<file path="config.mk">
export PLATFORM = sky130hd
export DESIGN_NAME = serial_adder_fsm_flat
export DESIGN_NICKNAME = d
export VERILOG_FILES = /design/src/rtl/serial_adder_fsm_pkg.sv /design/src/rtl/serial_adder_fsm_if.sv /design/src/rtl/serial_adder_fsm_fa_2ha.sv /design/src/rtl/serial_adder_fsm.sv /design/src/flat_wrapper.sv
export SDC_FILE = /design/constraint.sdc
export NUM_CORES = 1
export LEC_CHECK = 0
export BUFFER_PORTS_ARGS = -buffer_cell sky130_fd_sc_hd__buf_2
export CORE_UTILIZATION = 54
export DETAILED_ROUTE_END_ITERATION = 6
export GPL_ROUTABILITY_DRIVEN = 0
export PLACE_DENSITY = 0.88
export SLEW_MARGIN = 40
export SYNTH_ARGS = -nofsm -noshare
export SYNTH_HDL_FRONTEND = slang
export SYNTH_SLANG_ARGS = --single-unit
export TNS_END_PERCENT = 1
</file>
<file path="constraint.sdc">
create_clock -name clk -period 1.4 [get_ports clk]
set_input_delay 0.07 -clock clk [delete_from_list [all_inputs] [get_ports clk]]
set_output_delay 0.07 -clock clk [all_outputs]
set_load 0.01 [all_outputs]
</file>
<file path="src/rtl/serial_adder_fsm_pkg.sv">
// -----------------------------------------------------------------------------
// serial_adder_fsm_pkg
// Shared definitions for the bit-serial adder: FSM state encoding and the
// default operand width used by the interface and the top level.
// -----------------------------------------------------------------------------
package serial_adder_fsm_pkg;

  localparam int DEFAULT_WIDTH = 8;

  typedef enum logic [1:0] {
    ST_IDLE = 2'd0,
    ST_RUN  = 2'd1,
    ST_DONE = 2'd2
  } state_e;

endpackage

</file>
<file path="src/rtl/serial_adder_fsm_if.sv">
// -----------------------------------------------------------------------------
// serial_adder_fsm_if
// Request/result bundle of the bit-serial adder.
//   start        request, sampled only while the adder is idle
//   a, b, cin    operands, captured on an accepted start
//   busy         high while an operation is in flight
//   done         one-cycle pulse when sum/cout are updated
//   sum, cout    registered result, held until the next done
// master: requester side; slave: the adder.
// -----------------------------------------------------------------------------
interface serial_adder_fsm_if
  import serial_adder_fsm_pkg::*;
#(
  parameter int WIDTH = DEFAULT_WIDTH
);

  logic             start;
  logic [WIDTH-1:0] a;
  logic [WIDTH-1:0] b;
  logic             cin;
  logic             busy;
  logic             done;
  logic [WIDTH-1:0] sum;
  logic             cout;

  modport master (
    output start, a, b, cin,
    input  busy, done, sum, cout
  );

  modport slave (
    input  start, a, b, cin,
    output busy, done, sum, cout
  );

endinterface

</file>
<file path="src/rtl/serial_adder_fsm_fa_2ha.sv">
// -----------------------------------------------------------------------------
// fa_2ha
// Combinational full adder built from two half-adder cells; the two partial
// carries can never both be set, so a plain OR merges them.
//   a, b, ci   input bits
//   s, co      sum bit and carry-out
// ha_cell: single half adder (s = a ^ b, c = a & b).
// -----------------------------------------------------------------------------
module ha_cell (
  input  logic a,
  input  logic b,
  output logic s,
  output logic c
);

  assign s = a ^ b;
  assign c = a & b;

endmodule

module fa_2ha (
  input  logic a,
  input  logic b,
  input  logic ci,
  output logic s,
  output logic co
);

  logic s0;
  logic c0;
  logic c1;

  ha_cell u_ha0 (
    .a (a),
    .b (b),
    .s (s0),
    .c (c0)
  );

  ha_cell u_ha1 (
    .a (s0),
    .b (ci),
    .s (s),
    .c (c1)
  );

  assign co = c0 | c1;

endmodule

</file>
<file path="src/rtl/serial_adder_fsm.sv">
// -----------------------------------------------------------------------------
// serial_adder_fsm
// Bit-serial WIDTH-bit adder, LSB first. An accepted start latches a, b and
// cin; WIDTH RUN cycles then each produce one sum bit through a single full
// adder; a final DONE cycle copies the result into the output registers and
// raises a one-cycle done pulse together with the new sum/cout.
//   clk     rising-edge clock
//   rst_n   asynchronous active-low reset
//   bus     request/result bundle (slave side), see serial_adder_fsm_if
// -----------------------------------------------------------------------------
module serial_adder_fsm
  import serial_adder_fsm_pkg::*;
#(
  parameter int WIDTH = DEFAULT_WIDTH
) (
  input logic               clk,
  input logic               rst_n,
  serial_adder_fsm_if.slave bus
);

  localparam int CNT_W = $clog2(WIDTH);
  localparam logic [CNT_W-1:0] CNT_LAST = CNT_W'(WIDTH - 1);

  state_e           state_q, state_d;
  logic [WIDTH-1:0] a_sr_q, a_sr_d;
  logic [WIDTH-1:0] b_sr_q, b_sr_d;
  logic [WIDTH-1:0] s_sr_q, s_sr_d;
  logic             carry_q, carry_d;
  logic [CNT_W-1:0] cnt_q, cnt_d;
  logic [WIDTH-1:0] sum_q, sum_d;
  logic             cout_q, cout_d;
  logic             done_q, done_d;

  logic             s_bit;
  logic             c_bit;

  fa_2ha u_fa (
    .a  (a_sr_q[0]),
    .b  (b_sr_q[0]),
    .ci (carry_q),
    .s  (s_bit),
    .co (c_bit)
  );

  always_ff @(posedge clk or negedge rst_n) begin
    if (!rst_n) begin
      state_q <= ST_IDLE;
      a_sr_q  <= '0;
      b_sr_q  <= '0;
      s_sr_q  <= '0;
      carry_q <= 1'b0;
      cnt_q   <= '0;
      sum_q   <= '0;
      cout_q  <= 1'b0;
      done_q  <= 1'b0;
    end else begin
      state_q <= state_d;
      a_sr_q  <= a_sr_d;
      b_sr_q  <= b_sr_d;
      s_sr_q  <= s_sr_d;
      carry_q <= carry_d;
      cnt_q   <= cnt_d;
      sum_q   <= sum_d;
      cout_q  <= cout_d;
      done_q  <= done_d;
    end
  end

  always_comb begin
    state_d = state_q;
    a_sr_d  = a_sr_q;
    b_sr_d  = b_sr_q;
    s_sr_d  = s_sr_q;
    carry_d = carry_q;
    cnt_d   = cnt_q;
    sum_d   = sum_q;
    cout_d  = cout_q;
    done_d  = 1'b0;

    case (state_q)
      ST_IDLE: begin
        if (bus.start) begin
          a_sr_d  = bus.a;
          b_sr_d  = bus.b;
          carry_d = bus.cin;
          cnt_d   = '0;
          state_d = ST_RUN;
        end
      end

      ST_RUN: begin
        // Sum bits enter at the MSB so after WIDTH shifts bit 0 holds the LSB.
        s_sr_d  = {s_bit, s_sr_q[WIDTH-1:1]};
        a_sr_d  = {1'b0, a_sr_q[WIDTH-1:1]};
        b_sr_d  = {1'b0, b_sr_q[WIDTH-1:1]};
        carry_d = c_bit;
        if (cnt_q == CNT_LAST) begin
          // Clear rather than wrap so the counter stays below WIDTH for any WIDTH.
          cnt_d   = '0;
          state_d = ST_DONE;
        end else begin
          cnt_d = cnt_q + 1'b1;
        end
      end

      ST_DONE: begin
        // Result and pulse are registered on the same edge so they appear together.
        sum_d   = s_sr_q;
        cout_d  = carry_q;
        done_d  = 1'b1;
        state_d = ST_IDLE;
      end

      default: begin
        state_d = ST_IDLE;
      end
    endcase
  end

  assign bus.busy = (state_q != ST_IDLE);
  assign bus.done = done_q;
  assign bus.sum  = sum_q;
  assign bus.cout = cout_q;

endmodule
</file>
<file path="src/flat_wrapper.sv">
// flat-port wrapper written by rule: the top's interface ports become plain ports
module serial_adder_fsm_flat import serial_adder_fsm_pkg::*;
#(
  parameter int WIDTH = DEFAULT_WIDTH
)
  (clk, rst_n, bus_start, bus_a, bus_b, bus_cin, bus_busy, bus_done, bus_sum, bus_cout);
  serial_adder_fsm_if #(.WIDTH(WIDTH)) bus_i ();
  input logic clk;
  input logic rst_n;
  input wire logic [$bits(bus_i.start)-1:0] bus_start;
  input wire logic [$bits(bus_i.a)-1:0] bus_a;
  input wire logic [$bits(bus_i.b)-1:0] bus_b;
  input wire logic [$bits(bus_i.cin)-1:0] bus_cin;
  output wire logic [$bits(bus_i.busy)-1:0] bus_busy;
  output wire logic [$bits(bus_i.done)-1:0] bus_done;
  output wire logic [$bits(bus_i.sum)-1:0] bus_sum;
  output wire logic [$bits(bus_i.cout)-1:0] bus_cout;
  assign bus_i.start = bus_start;
  assign bus_i.a = bus_a;
  assign bus_i.b = bus_b;
  assign bus_i.cin = bus_cin;
  assign bus_busy = bus_i.busy;
  assign bus_done = bus_i.done;
  assign bus_sum = bus_i.sum;
  assign bus_cout = bus_i.cout;
  serial_adder_fsm #(.WIDTH(WIDTH)) u_core (.clk(clk), .rst_n(rst_n), .bus(bus_i));
endmodule
</file>
==> results of run 1 <==
-- critical path, cell delays in order (launching register included) --
cell and delay [ns]:
dfrtp_2 0.50, or2_1 0.27, or3b_1 0.35, o221a_1 0.13
-- final cells by class --
type / instances / area [sq um]
fillers: 201 / 831
multi-input cells: 76 / 622
clock buffers: 7 / 65.1
inverters: 3 / 11.3
well taps: 31 / 38.8
clock inverters: 1 / 30.0
repair buffers: 41 / 253
flip-flops and latches: 40 / 1000
-- layer usage --
metal	up-vias	routed length (microns)	share of wire (%)	track usage, %
li1	551	-	-	-
met1	586	1380	41	28.2
met2	40	1750	52	38.9
met3	8	174	5.2	4.46
met4	0	65	1.9	12.9
met5	-	0	0	0
-- power by group --
group / switching, mW / internal [mW] / total, mW / leakage (nW)
clock network: 0.355 / 0.474 / 0.829 / 0.0515
logic: 0.754 / 0.984 / 1.74 / 0.402
registers: 0.399 / 1.70 / 2.10 / 0.468
-- logic make-up (layout without fill, tap and decap cells) --
group / after synthesis / count (layout) / share of synthesized area, %
AOI/OAI and AO/OA: 42 / 42 / 17.1
DFF: 40 / 40 / 59.3
muxes: 17 / 17 / 12.0
and+or+nand+nor: 14 / 14 / 4.89
buffers and inverters: 11 / 52 / 4.07
adders and majority gates: 3 / 3 / 2.67
-- cell usage after synthesis (all sizes together), types with 2 or more instances --
| cell type | instances | share of area, % |
|---|---|---|
| a2bb2oi | 9 | 4.7 |
| nor2 | 4 | 1.5 |
| a21oi | 6 | 1.8 |
| a22o | 2 | 1.0 |
| o31ai | 2 | 0.89 |
| inv | 3 | 0.67 |
| buf | 8 | 3.4 |
| o21ai | 2 | 0.59 |
| ha | 2 | 1.5 |
| o22ai | 19 | 7.0 |
| dfrtp | 40 | 59 |
| mux2 | 17 | 12 |
| nand2b | 4 | 1.5 |
| nand2 | 3 | 0.67 |
-- registers in the layout, summed over array words and instances, names as in the netlist --
name / count
u_core.state_q: 2
u_core.s_sr_q: 8
u_core.carry_q: 1
u_core.bus.cout: 1
u_core.b_sr_q: 8
u_core.bus.sum: 8
u_core.a_sr_q: 8
u_core.cnt_q: 3
u_core.bus.done: 1
-- worst min-delay path by stage --
stage | endpoint | slack [ns] | from
2_1_floorplan | u_core.a_sr_q[0] | -0.23 | rst_n
3_3_place_gp | u_core.bus.sum[0] | 0.03 | rst_n
3_5_place_dp | u_core.bus.sum[2] | 0.04 | rst_n
4_1_cts | u_core.a_sr_q[3] | 0.01 | bus_a[3]
5_1_grt | u_core.a_sr_q[3] | 0.03 | bus_a[3]
6_report | u_core.a_sr_q[3] | 0.02 | bus_a[3]
-- what timing repair did --
| action | 4_1_cts | 5_1_grt |
|---|---|---|
| hold buffers | 3 | 0 |
| hold endpoints to repair | 42 | 0 |
| gates resized for setup | 0 | 2 |
| endpoints found under the setup margin | 0 | 15 |
==> impl_metrics.toml, run 1 <==
[global_route]
antenna_found_initial = 0
grt.overflow.total = 0
first_global_vias = 1214
grt_max_degree = 23
grtUsageTotal_pct = 23.2
grt_pass1_wl_microns = 5670

[route]
routed_via_density = 5.95
first_pass_iters = 6
route.detailed.drc = 5
routedWlPerCell_microns = 16.9
num_vias = 1185
final_antenna_net_count = 0
drtIter0Drc = 55
wl_microns = 3370

[place]
dpl_cell_area_sq_um = 1890
place_inst = 188
hpwlAfterDp_microns = 2430
pre_cts_ws_ns = 0.0189
portBuffers = 30

[sta]
hold_viol_final = 0
finClkSkew_ns = 0.00351
rsz0062_at_grt = "false"
fmax_mhz = 737
setup_tns_ns = 0
worst_pin_slew_ns = 0.440
final.setup.worst_slack_ns = 0.0434
fin_crit_ns = 1.36
fin_crit_sh_pct = 96.9
hold_ws_ns = 0.0219
slew_violations = 0
slew_headroom_pct = 70.7
setup_violations = 0

[die]
coreArea_sq_um = 2850
start_util_pct = 59.2
die_h_microns = 57.9
die_w_microns = 57.9
fp-row-count = 19
die_area_sq_um = 3360
ios = 31

[worst_setup_path]
endpoint_kind = "flop"
cp.arrival_ns = 1.60
crit_path_start = "u_core.state_q[0]"
rr_worst_depth = 3
cp-start-kind = "flop"
r2r-end = "u_core.a_sr_q[4]"
r2r_start = "u_core.state_q[0]"
crit_fanout = 10
reg2reg_setup_slack_ns = 0.04
cp_data_required_time_ns = 1.64
critical_path_class = "reg -> reg"
crit_end = "u_core.a_sr_q[4]"

[final_layout]
finish.instance_area_sq_um = 2020
final_common_cell = "dfrtp_1"
layout_common_cells = "dfrtp_1, buf_2, o22ai_1"
drive_gt1_share_pct = 40.5
area_delta_synth_final_pct = 19.7
stdcell_count = 199
final_util_pct = 70.9
fin_nets = 190
diodes = 0

[worst_hold_path]
hp-class = "in -> reg"
min_delay_path_depth = 3

[synth]
async_flop_share_pct = 100
yosys_register_bits = 40
yosys_warnings = 0
ys_seq_area_share_pct = 59.3
synth_cells = 127
synth_edf_count = 0
synth_nets = 150
synth_area_per_cell_sq_um = 13.3
synth_flop_cell = "dfrtp_1"
syn_area_sq_um = 1690
ys_types = 26

[pwr]
power.density_nw_per_um2 = 2310
vdd_drop_max_v = 0.00130
p_leak_nw = 0.921
power.total_mw = 4.66

[clocking]
cts_buffers = 5
clock_latency_ns = 0.34
clockBufferDepth = 2
cts_tree = "done"
cts_setup_buffers = 0
clkTransAtPathRegs_ns = 0.11
clkSinkCount = 40
htreeDepth = 2
clock-root-buffer = "clkbuf_4"

[status]
violations = "design-rule violations"
status = "finished with violations"

[run]
drv_cap = 0
(Power assumes the default switching activity.)
==> inputs of run 2 (changes only) <==
--- a/config.mk
+++ b/config.mk
@@ -10,6 +10,7 @@
 export DETAILED_ROUTE_END_ITERATION = 6
 export GPL_ROUTABILITY_DRIVEN = 0
 export PLACE_DENSITY = 0.88
+export SETUP_SLACK_MARGIN = 0.3
 export SLEW_MARGIN = 40
 export SYNTH_ARGS = -nofsm -noshare
 export SYNTH_HDL_FRONTEND = slang
==> run 2 against run 1 <==
  * The run still ends with design-rule violations left
  * Setup slack gained 0.046 ns
  * Utilization is 0.75 points higher
  * Final cell count increased by 2.0%
  * Clock skew rose by 0.0082 ns
  * Cell area increased by 1.1%
  * Combinational power grew 7%
  * Count of clock-buffer cells in the layout shrank 2
  * Hold slack got worse by 0.0095 ns
  * Clock power shrank 9.4%
  * Via count rose by 1.5%
  * Largest power group unchanged
==> impl_metrics.toml, run 2 (synthesis gave the netlist of run 1 again) <==
[status]
status = "finished with violations"
violations = "design-rule violations"

[final_layout]
drive_gt1_share_pct = 43.0
diodes = 0
final_common_cell = "dfrtp_1"
layout_common_cells = "dfrtp_1, buf_2, o22ai_1"
fin_nets = 194
stdcell_count = 203
area_delta_synth_final_pct = 21.0

[worst_setup_path]
path_cells = "fa_1 -> mux2_2"
crit_fanout = 2
cp_data_required_time_ns = 1.65
path_buf_inv = 0
critPathMaxStageDelay_ns = 0.51
cp.arrival_ns = 1.56
critical_path_class = "reg -> reg"
endpoint_kind = "flop"
crit_family = "adder cells"
cp-start-kind = "flop"
slowest_stage = "fa_1"

[clocking]
clock_latency_ns = 0.35
clockBufferDepth = 2
cts_tree = "done"
htreeDepth = 2
cts_buffers = 5
clkSinkCount = 40
clkTransAtPathRegs_ns = 0.12
clock-root-buffer = "clkbuf_4"

[place]
pre_cts_ws_ns = 0.0401
hpwlAfterDp_microns = 2450
portBuffers = 30
place_inst = 188

[sta]
rsz0062_at_grt = "true"
setup_tns_ns = 0
fmax_mhz = 763
hold_viol_final = 0
worst_pin_slew_ns = 0.438
finClkSkew_ns = 0.0117
fin_crit_sh_pct = 93.6
setup_violations = 0
final.setup.worst_slack_ns = 0.0890
hold_ws_ns = 0.0124
fin_crit_ns = 1.31
slew_violations = 0
slew_headroom_pct = 70.8

[pwr]
vdd_drop_max_v = 0.00114
power.density_nw_per_um2 = 2290
p_leak_nw = 0.936

[die]
fp-row-count = 19
coreArea_sq_um = 2850
ios = 31
die_h_microns = 57.9
start_util_pct = 59.2
die_area_sq_um = 3360
die_w_microns = 57.9

[route]
route.detailed.drc = 3
wl_microns = 3460
drtIter0Drc = 45
routedWlPerCell_microns = 17.1
first_pass_iters = 6
num_vias = 1203
final_antenna_net_count = 0
routed_via_density = 5.93

[run]
drv_cap = 0

[global_route]
grt.overflow.total = 0
grtUsageTotal_pct = 24.4
antenna_found_initial = 0
first_global_vias = 1301
grt_max_degree = 23
grt_pass1_wl_microns = 6020

[worst_hold_path]
hp-class = "in -> reg"
run 2: path summary, 6_finish.rpt:
check	start	to	slack (ns)	cells past startpoint
worst max-delay path	u_core.b_sr_q[0]	u_core.s_sr_q[7]	0.09	2
worst min-delay path	bus_a[0]	u_core.a_sr_q[0]	0.01	3
worst max register to register	u_core.b_sr_q[0]	u_core.s_sr_q[7]	0.09	2
worst min register to register	u_core.cnt_q[0]	u_core.cnt_q[0]	0.50	1
max in group asynchronous	rst_n	u_core.state_q[0]	0.73	3
min in group asynchronous	rst_n	u_core.s_sr_q[7]	0.18	2
run 2: where the power goes:
| group | switching, mW | internal (mW) | leakage [nW] | total [mW] |
|---|---|---|---|---|
| Sequential | 0.372 | 1.70 | 0.466 | 2.07 |
| Combinational | 0.805 | 1.06 | 0.429 | 1.87 |
| Clock | 0.379 | 0.372 | 0.0412 | 0.751 |
run 2: what timing repair did:
action | CTS | global route
setup buffers | 4 | 0
hold buffers | 3 | 0
pin swaps | 1 | 0
setup endpoints to repair | 38 | 39
hold endpoints to repair | 42 | 0
resized for setup | 4 | 1
run 2: routing by layer:
metal | global-route usage [%] | wire [microns] | vias to the layer above
met3 | 4.46 | 196 | 7
met2 | 41.5 | 1800 | 47
li1 | - | - | 560
met1 | 29.7 | 1410 | 589
met4 | 12.2 | 51 | 0
met5 | 0 | 0 | -
run 2: metrics by stage:
stage	util (%)	instance area, sq um	total power [mW]
5_1_grt	71.6	2040	5.00
6_report	71.6	2040	4.69
4_1_cts	71.6	2040	4.70
2_1_floorplan	-	1690	3.31
3_3_place_gp	66.4	1900	3.67
3_5_place_dp	66.4	1900	3.86
run 2: worst min-delay path, delay by kind of cell:
kind,cells,cell delay (ns)
compound gates,2,0.18
buf+inv,1,0.08
run 2: cell type report:
class,count,area [sq um]
inverters,3,11.3
flip-flops and latches,40,1000
repair buffers,45,280
clock buffers,5,37.5
well taps,31,38.8
multi-input cells,76,629
fillers,216,810
clock inverters,3,42.5
